===== config.mk =====
export PLATFORM = sky130hd
export DESIGN_NAME = ped_signal_ctrl
export DESIGN_NICKNAME = d
export VERILOG_FILES = /design/src/rtl/ped_signal_ctrl.sv
export SDC_FILE = /design/constraint.sdc
export NUM_CORES = 1
export LEC_CHECK = 0
export BUFFER_PORTS_ARGS = -buffer_cell sky130_fd_sc_hd__buf_2
export CAP_MARGIN = 5
export CORE_UTILIZATION = 54
export CTS_CLUSTER_DIAMETER = 80
export DETAILED_ROUTE_END_ITERATION = 8
export HOLD_SLACK_MARGIN = 0.03
export PLACE_DENSITY = 0.77
export SKIP_LAST_GASP = 1
export SYNTH_ARGS = -nofsm -noshare
export SYNTH_HDL_FRONTEND = slang
export SYNTH_SLANG_ARGS = --single-unit

===== constraint.sdc =====
create_clock -name clk -period 3.06 [get_ports clk]
set_clock_uncertainty 0.2 [all_clocks]
set_input_delay 0.306 -clock clk [delete_from_list [all_inputs] [get_ports clk]]
set_output_delay 0.306 -clock clk [all_outputs]
set_load 0.02 [all_outputs]

===== src/rtl/ped_signal_ctrl.sv =====
// Pedestrian signal stage fed by the intersection traffic-light controller.
// One WALK / flashing DONT_WALK / DONT_WALK sequencer per crossing, each
// slaved to the green phase of the parallel vehicle direction. Index 0 is
// the NS crossing, index 1 the EW crossing. All outputs are registered.
module ped_signal_ctrl #(
  parameter int WALK_CYCLES  = 30,
  parameter int FLASH_CYCLES = 16,
  parameter int BLINK_HALF   = 2,
  parameter int CNT_W        = 8
) (
  input  logic             clk,
  input  logic             reset,
  input  logic [2:0]       NS_light,
  input  logic [2:0]       EW_light,
  input  logic             ped_btn_ns,
  input  logic             ped_btn_ew,
  output logic             ns_walk,
  output logic             ns_dont_walk,
  output logic             ns_req_pending,
  output logic [CNT_W-1:0] ns_countdown,
  output logic             ew_walk,
  output logic             ew_dont_walk,
  output logic             ew_req_pending,
  output logic [CNT_W-1:0] ew_countdown,
  output logic             light_err
);

  localparam logic [1:0] ST_DONT_WALK = 2'd0;
  localparam logic [1:0] ST_WALK      = 2'd1;
  localparam logic [1:0] ST_FLASH     = 2'd2;

  localparam logic [2:0] LIGHT_RED = 3'b100;
  localparam logic [2:0] LIGHT_YEL = 3'b010;
  localparam logic [2:0] LIGHT_GRN = 3'b001;

  localparam int BLK_W = (BLINK_HALF > 1) ? $clog2(BLINK_HALF) : 1;

  localparam logic [CNT_W-1:0] WALK_LOAD  = CNT_W'(WALK_CYCLES - 1);
  localparam logic [CNT_W-1:0] FLASH_LOAD = CNT_W'(FLASH_CYCLES - 1);
  localparam logic [BLK_W-1:0] BLINK_LAST = BLK_W'(BLINK_HALF - 1);

  function automatic logic light_illegal(input logic [2:0] l);
    return !((l == LIGHT_RED) || (l == LIGHT_YEL) || (l == LIGHT_GRN));
  endfunction

  // Registered state (per direction where indexed)
  logic [1:0]       btn_meta_q, btn_meta_d;
  logic [1:0]       btn_sync_q, btn_sync_d;
  logic [1:0]       btn_dly_q,  btn_dly_d;
  logic             light_err_q, light_err_d;
  logic [2:0]       prev_light_q [2];
  logic [2:0]       prev_light_d [2];
  logic [1:0]       state_q [2];
  logic [1:0]       state_d [2];
  logic [CNT_W-1:0] cnt_q [2];
  logic [CNT_W-1:0] cnt_d [2];
  logic [BLK_W-1:0] blink_cnt_q [2];
  logic [BLK_W-1:0] blink_cnt_d [2];
  logic [1:0]       blink_on_q, blink_on_d;
  logic [1:0]       req_q, req_d;
  logic [1:0]       walk_q, walk_d;
  logic [1:0]       dont_walk_q, dont_walk_d;
  logic [CNT_W-1:0] countdown_q [2];
  logic [CNT_W-1:0] countdown_d [2];

  // Combinational helpers
  logic [2:0] light [2];
  logic [1:0] btn_raw;
  logic [1:0] rise;
  logic [1:0] green;
  logic [1:0] green_start;
  logic       err_now;

  assign light[0] = NS_light;
  assign light[1] = EW_light;
  assign btn_raw  = {ped_btn_ew, ped_btn_ns};

  // Next-state logic: error check, button edge detect, per-crossing sequencer
  always_comb begin
    // An illegal code or a green/green overlap forces both crossings to red.
    err_now     = light_illegal(NS_light) || light_illegal(EW_light) ||
                  ((NS_light == LIGHT_GRN) && (EW_light == LIGHT_GRN));
    light_err_d = light_err_q | err_now;

    btn_meta_d  = btn_raw;
    btn_sync_d  = btn_meta_q;
    btn_dly_d   = btn_sync_q;
    rise        = btn_sync_q & ~btn_dly_q;

    green       = '0;
    green_start = '0;
    blink_on_d  = blink_on_q;
    req_d       = req_q;
    walk_d      = '0;
    dont_walk_d = '0;

    for (int i = 0; i < 2; i++) begin
      prev_light_d[i] = light[i];
      state_d[i]      = state_q[i];
      cnt_d[i]        = cnt_q[i];
      blink_cnt_d[i]  = blink_cnt_q[i];
      countdown_d[i]  = '0;

      green[i]       = (light[i] == LIGHT_GRN) && !err_now;
      green_start[i] = green[i] && (prev_light_q[i] != LIGHT_GRN);

      // Requests accumulate in every state; only the WALK launch clears them.
      req_d[i] = req_q[i] | rise[i];

      case (state_q[i])
        ST_DONT_WALK: begin
          // A rise coinciding with the green start is consumed by this launch.
          if (green_start[i] && (req_q[i] || rise[i])) begin
            state_d[i] = ST_WALK;
            cnt_d[i]   = WALK_LOAD;
            req_d[i]   = 1'b0;
          end
        end
        ST_WALK: begin
          if (err_now) begin
            state_d[i] = ST_DONT_WALK;
          end else if (!green[i] || (cnt_q[i] == '0)) begin
            // Walk time expired, or the vehicle phase ended early.
            state_d[i]     = ST_FLASH;
            cnt_d[i]       = FLASH_LOAD;
            blink_cnt_d[i] = '0;
            blink_on_d[i]  = 1'b1;
          end else begin
            cnt_d[i] = cnt_q[i] - CNT_W'(1);
          end
        end
        ST_FLASH: begin
          // Red (or illegal) cuts the clearance short; green starts are ignored.
          if (err_now || (light[i] == LIGHT_RED) || (cnt_q[i] == '0)) begin
            state_d[i] = ST_DONT_WALK;
          end else begin
            cnt_d[i] = cnt_q[i] - CNT_W'(1);
            if (blink_cnt_q[i] == BLINK_LAST) begin
              blink_cnt_d[i] = '0;
              blink_on_d[i]  = ~blink_on_q[i];
            end else begin
              blink_cnt_d[i] = blink_cnt_q[i] + BLK_W'(1);
            end
          end
        end
        default: begin
          state_d[i] = ST_DONT_WALK;
        end
      endcase

      // Lamps are decoded from the next state so they land with the transition.
      walk_d[i]      = (state_d[i] == ST_WALK);
      dont_walk_d[i] = (state_d[i] == ST_DONT_WALK) ||
                       ((state_d[i] == ST_FLASH) && blink_on_d[i]);
      if (state_d[i] == ST_FLASH) begin
        countdown_d[i] = cnt_d[i] + CNT_W'(1);
      end
    end
  end

  // State and output registers with asynchronous clear
  always_ff @(posedge clk or posedge reset) begin
    if (reset) begin
      btn_meta_q  <= '0;
      btn_sync_q  <= '0;
      btn_dly_q   <= '0;
      light_err_q <= 1'b0;
      blink_on_q  <= '1;
      req_q       <= '0;
      walk_q      <= '0;
      dont_walk_q <= '1;
      for (int i = 0; i < 2; i++) begin
        prev_light_q[i] <= LIGHT_RED;
        state_q[i]      <= ST_DONT_WALK;
        cnt_q[i]        <= '0;
        blink_cnt_q[i]  <= '0;
        countdown_q[i]  <= '0;
      end
    end else begin
      btn_meta_q  <= btn_meta_d;
      btn_sync_q  <= btn_sync_d;
      btn_dly_q   <= btn_dly_d;
      light_err_q <= light_err_d;
      blink_on_q  <= blink_on_d;
      req_q       <= req_d;
      walk_q      <= walk_d;
      dont_walk_q <= dont_walk_d;
      for (int i = 0; i < 2; i++) begin
        prev_light_q[i] <= prev_light_d[i];
        state_q[i]      <= state_d[i];
        cnt_q[i]        <= cnt_d[i];
        blink_cnt_q[i]  <= blink_cnt_d[i];
        countdown_q[i]  <= countdown_d[i];
      end
    end
  end

  assign ns_walk        = walk_q[0];
  assign ns_dont_walk   = dont_walk_q[0];
  assign ns_req_pending = req_q[0];
  assign ns_countdown   = countdown_q[0];
  assign ew_walk        = walk_q[1];
  assign ew_dont_walk   = dont_walk_q[1];
  assign ew_req_pending = req_q[1];
  assign ew_countdown   = countdown_q[1];
  assign light_err      = light_err_q;

endmodule


==> flow_summary.html <==
<table>
<tr><th>Metric</th><th>Value</th></tr>
<tr><th colspan="2">Outcome</th></tr>
<tr><td>Run status</td><td>complete, no violations</td></tr>
<tr><th colspan="2">Finish</th></tr>
<tr><td>Number of nets in the layout</td><td>510</td></tr>
<tr><td>Share of cells above drive strength 1</td><td>30.3%</td></tr>
<tr><td>Syn-to-layout area delta</td><td>31.1%</td></tr>
<tr><td>Final core area utilization</td><td>75.5%</td></tr>
<tr><td>Antenna Cells</td><td>0</td></tr>
<tr><th colspan="2">Logic synthesis</th></tr>
<tr><td>Mux share of post-synthesis cell area</td><td>0.753%</td></tr>
<tr><td>Cell types occupying the most area after synthesis</td><td>sky130_fd_sc_hd__dfrtp_1, sky130_fd_sc_hd__ha_1, sky130_fd_sc_hd__dfstp_2</td></tr>
<tr><td>Most instantiated library cell after synthesis</td><td>sky130_fd_sc_hd__dfrtp_1</td></tr>
<tr><td>Area fraction in compound gates after synthesis</td><td>26.7%</td></tr>
<tr><td>Netlist area before placement</td><td>3490 µm²</td></tr>
<tr><td>Number of nets produced by synthesis</td><td>400</td></tr>
<tr><td>Simple-gate share of the synthesized area</td><td>19.2%</td></tr>
<tr><td>Post-synthesis adder-cell area fraction</td><td>4.66%</td></tr>
<tr><td>Main synth FF type</td><td>sky130_fd_sc_hd__dfrtp_1</td></tr>
<tr><td>Avg Inst Size Synth</td><td>9.26 µm²</td></tr>
<tr><td>Warning count from the yosys run</td><td>0</td></tr>
<tr><td>List of most frequent post-synthesis cells</td><td>sky130_fd_sc_hd__dfrtp_1, sky130_fd_sc_hd__inv_1, sky130_fd_sc_hd__a21oi_1</td></tr>
<tr><td>Main combinational cell family by area after synthesis</td><td>compound AO/OA/AOI/OAI gates</td></tr>
<tr><td>Number of synthesized flops with an enable pin</td><td>0</td></tr>
<tr><td>Xor and xnor fraction of the mapped netlist area</td><td>1.25%</td></tr>
<tr><td>Number of cells produced by synthesis</td><td>377</td></tr>
<tr><td>Proportion of netlist area held by the largest area contributor</td><td>38.0%</td></tr>
<tr><td>FF+latch count, synth</td><td>59</td></tr>
<tr><td>Fraction of the yosys area taken by sequential cells</td><td>42.5%</td></tr>
<tr><td>Leading area contributor after synthesis</td><td>sky130_fd_sc_hd__dfrtp_1</td></tr>
<tr><td>Share of synthesized flip-flops with an asynchronous set or reset</td><td>100%</td></tr>
<tr><td>Netlist cell types</td><td>66</td></tr>
<tr><th colspan="2">GRT</th></tr>
<tr><td>Wire length of the first global-routing pass</td><td>14.9 mm</td></tr>
<tr><td>Antenna violations before repair</td><td>0</td></tr>
<tr><td>Global-route usage over all layers</td><td>30.1%</td></tr>
<tr><td>Global route overflow</td><td>0</td></tr>
<tr><td>Pin count of the biggest net entering global routing</td><td>46</td></tr>
<tr><td>Via count of the first global-routing pass</td><td>3071</td></tr>
<tr><th colspan="2">Hold path</th></tr>
<tr><td>Min-Delay Path Depth</td><td>0</td></tr>
<tr><td>Beginning of the worst hold path</td><td>btn_meta_q[1]</td></tr>
<tr><td>End of the worst hold path</td><td>btn_dly_d[1]</td></tr>
<tr><td>Hold crit path type</td><td>reg -&gt; reg</td></tr>
<tr><th colspan="2">Timing</th></tr>
<tr><td>Unrepaired setup endpoints after global routing</td><td>true</td></tr>
<tr><td>Post-layout min period</td><td>3000 ps</td></tr>
<tr><td>Number of setup violations in the final report</td><td>0</td></tr>
<tr><td>Final Hold Vio Count</td><td>0</td></tr>
<tr><td>Achievable clock frequency</td><td>333 MHz</td></tr>
<tr><td>Transition time of the tightest slew-check pin</td><td>553 ps</td></tr>
<tr><td>Slew headroom</td><td>63.0%</td></tr>
<tr><td>Number of slew-limit violations in the final report</td><td>0</td></tr>
<tr><td>Final cycle utilization of the critical path</td><td>98.1%</td></tr>
<tr><th colspan="2">Power and ir drop</th></tr>
<tr><td>Ratio of total power to cell area</td><td>824 nW/µm²</td></tr>
<tr><td>Overall power</td><td>3770 µW</td></tr>
<tr><td>Standby leakage power</td><td>0.00217 µW</td></tr>
<tr><td>Maximum vdd drop</td><td>0.627 mV</td></tr>
<tr><th colspan="2">Die</th></tr>
<tr><td>Total number of placement rows</td><td>28</td></tr>
<tr><td>Initial cell density of the core</td><td>57.6%</td></tr>
<tr><td>Number of placed I/O pins</td><td>33</td></tr>
<tr><td>Core area</td><td>6060 µm²</td></tr>
<tr><td>Area of the die</td><td>6790 µm²</td></tr>
<tr><td>Die width</td><td>82.4 µm</td></tr>
<tr><td>Die Ht</td><td>82.4 µm</td></tr>
<tr><th colspan="2">Route</th></tr>
<tr><td>DRT iter0 DRCs</td><td>408</td></tr>
<tr><td>Detailed-routing iteration count for the pre-antenna-repair pass</td><td>5</td></tr>
<tr><td>Number of nets with antenna violations after detailed routing</td><td>0</td></tr>
<tr><td>Via count of the routed design</td><td>3477</td></tr>
<tr><td>Routed len/inst</td><td>16.9 µm</td></tr>
<tr><td>Final routed wirelength across all metal layers</td><td>9.57 mm</td></tr>
<tr><td>Vias/cell</td><td>6.13</td></tr>
<tr><td>DRC violation count after routing</td><td>0</td></tr>
<tr><th colspan="2">Setup path</th></tr>
<tr><td>Critical path data arrival time</td><td>3040 ps</td></tr>
<tr><td>CP max FO</td><td>3</td></tr>
<tr><td>Nature of the critical path endpoint</td><td>flop</td></tr>
<tr><td>Startpoint of the worst-slack reg-to-reg timing path</td><td>cnt_q[0]</td></tr>
<tr><td>Critical path start-end classification</td><td>reg -&gt; reg</td></tr>
<tr><td>Required time worst endpoint</td><td>3100 ps</td></tr>
<tr><td>Slack of the worst reg-to-reg path</td><td>60 ps</td></tr>
<tr><td>Crit path cell chain</td><td>inv_1 &gt; ha_1 &gt; nor3b_2 &gt; a211oi_2 &gt; o22ai_1 &gt; buf_4 &gt; or4_1 &gt; o221ai_2 &gt; o22a_1 &gt; and4_1 &gt; mux2_4</td></tr>
<tr><td>Slowest stage delay, CP</td><td>420 ps</td></tr>
<tr><td>Slowest library cell on the worst path</td><td>sky130_fd_sc_hd__or4_1</td></tr>
<tr><td>Critical Path Source Type</td><td>flop</td></tr>
<tr><td>Reg2reg path depth</td><td>11</td></tr>
<tr><td>R2r endpoint</td><td>ew_countdown[7]</td></tr>
<tr><th colspan="2">Placement</th></tr>
<tr><td>Hpwl dp</td><td>6.81 mm</td></tr>
<tr><td>Weighted congestion reported at the end of routability-driven placement</td><td>0.965</td></tr>
<tr><td>PortBufs</td><td>32</td></tr>
<tr><th colspan="2">Clock tree</th></tr>
<tr><td>Later-pin clock latency in the skew report</td><td>350 ps</td></tr>
<tr><td>Buffers from clock root to sink, at most</td><td>2</td></tr>
<tr><td>Post-CTS setup buffer count</td><td>0</td></tr>
<tr><td>Clock-pin slew reported for the worst setup and hold paths after clock tree synthesis</td><td>70 ps</td></tr>
<tr><td>Maximum level of the CTS H-tree</td><td>3</td></tr>
<tr><td>Number of sinks driven by the clock tree</td><td>59</td></tr>
<tr><td>Root Driver</td><td>sky130_fd_sc_hd__clkbuf_8</td></tr>
<tr><td>Number of buffers created by CTS</td><td>9</td></tr>
<tr><td>TritonCTS clock tree</td><td>done</td></tr>
<tr><th colspan="2">Job</th></tr>
<tr><td>Max Cap Violations</td><td>0</td></tr>
</table>
==> cell type report <==
cell class	count	area, µm²
Tap cell	75	93.8
Clock buffer	10	128
Timing Repair Buffer	111	776
Clock inverter	6	90.1
Fill cell	430	1480
Multi-Input combinational cell	274	1890
Sequential cell	59	1480
Inverter	32	120
==> repair_timing <==
| item | in CTS | in global routing |
|---|---|---|
| endpoints found under the hold margin | 22 | 0 |
| hold buffers | 9 | 0 |
| setup endpoints to repair | 2 | 11 |
| resized for setup | 2 | 9 |
| pin swaps | 0 | 1 |
==> per-layer routing <==
| layer | track usage, % | vias up | routed length, µm | share of wire [%] |
|---|---|---|---|---|
| met1 | 42.5 | 1655 | 4260 | 44 |
| met3 | 7.36 | 21 | 859 | 9.0 |
| met5 | 0 | - | 0 | 0 |
| li1 | - | 1627 | - | - |
| met2 | 44.5 | 174 | 4260 | 45 |
| met4 | 10.9 | 0 | 190 | 2.0 |
==> worst max-delay path: cells and delay by family (launching register included) <==
family | cells | cell delay [ps]
mux | 1 | 300
flops | 1 | 400
compound gates | 4 | 740
buf+inv | 2 | 230
fa+ha+maj | 1 | 200
simple gates | 3 | 830
==> per-stage QoR <==
step                      cell area, µm²  instances  hold WS [ps]  TNS, ps  setup WS, ps
after global placement              4220        542          59.3     -327         -96.4
after CTS                           4540        567           153        0          18.0
after floorplan                     3490        377           110        0          76.2
final                               4580        567           150        0          58.0
after global routing                4580        567           168     -115         -70.0
after detailed placement            4220        542          69.7     -633          -177
==> where the power goes <==
group	internal, µW	switching [µW]	total (µW)	leakage [µW]
sequential	953	130	1080	0.000746
clock	460	327	787	0.000106
combinational	844	1060	1900	0.00132
==> cells by family after synthesis <==
kind of cell,after synthesis
XOR/XNOR,5
flip-flops,59
adder cells (fa/ha/maj),13
AO/OA/AOI/OAI,131
AND/OR/NAND/NOR,123
multiplexers,2
buffers and inverters,44
==> cells in the final DEF, fill, tap and decap left out, drive strengths merged, types with 6 or more instances in the layout <==
cell | synthesis | layout
or3 | 8 | 8
buf | 4 | 102
o211ai | 7 | 7
nor2b | 6 | 6
a21oi | 27 | 27
nand2 | 23 | 23
nor2 | 26 | 26
and2 | 8 | 8
nor3 | 9 | 9
inv | 32 | 32
dfrtp | 53 | 53
clkbuf | 8 | 10
o21ai | 20 | 20
dfstp | 6 | 6
nand3 | 8 | 8
nor3b | 6 | 6
a31oi | 11 | 11
dlygate4sd3 | 0 | 9
ha | 13 | 13
==> flip-flops by register name (all words and copies together) (netlist names) <==
register and cells:
light_err 1, btn_dly_d 2, blink_cnt_q 2, btn_dly_q 2, state_q 4, req_q 2
blink_on_q 2, ns_countdown 8, walk_q 2, btn_meta_q 2, cnt_q 16, prev_light_q 6
dont_walk_q 2, ew_countdown 8
==> worst max path at each step <==
stage	endpoint	start
2_1_floorplan	ew_countdown[6]	state_q[0]
3_3_place_gp	ew_countdown[6]	EW_light[1]
3_5_place_dp	ew_countdown[4]	EW_light[1]
4_1_cts	ew_countdown[7]	cnt_q[0]
5_1_grt	ns_countdown[5]	cnt_q[8]
6_report	ew_countdown[7]	cnt_q[0]
No activity file was read; power rests on OpenSTA's default activity.
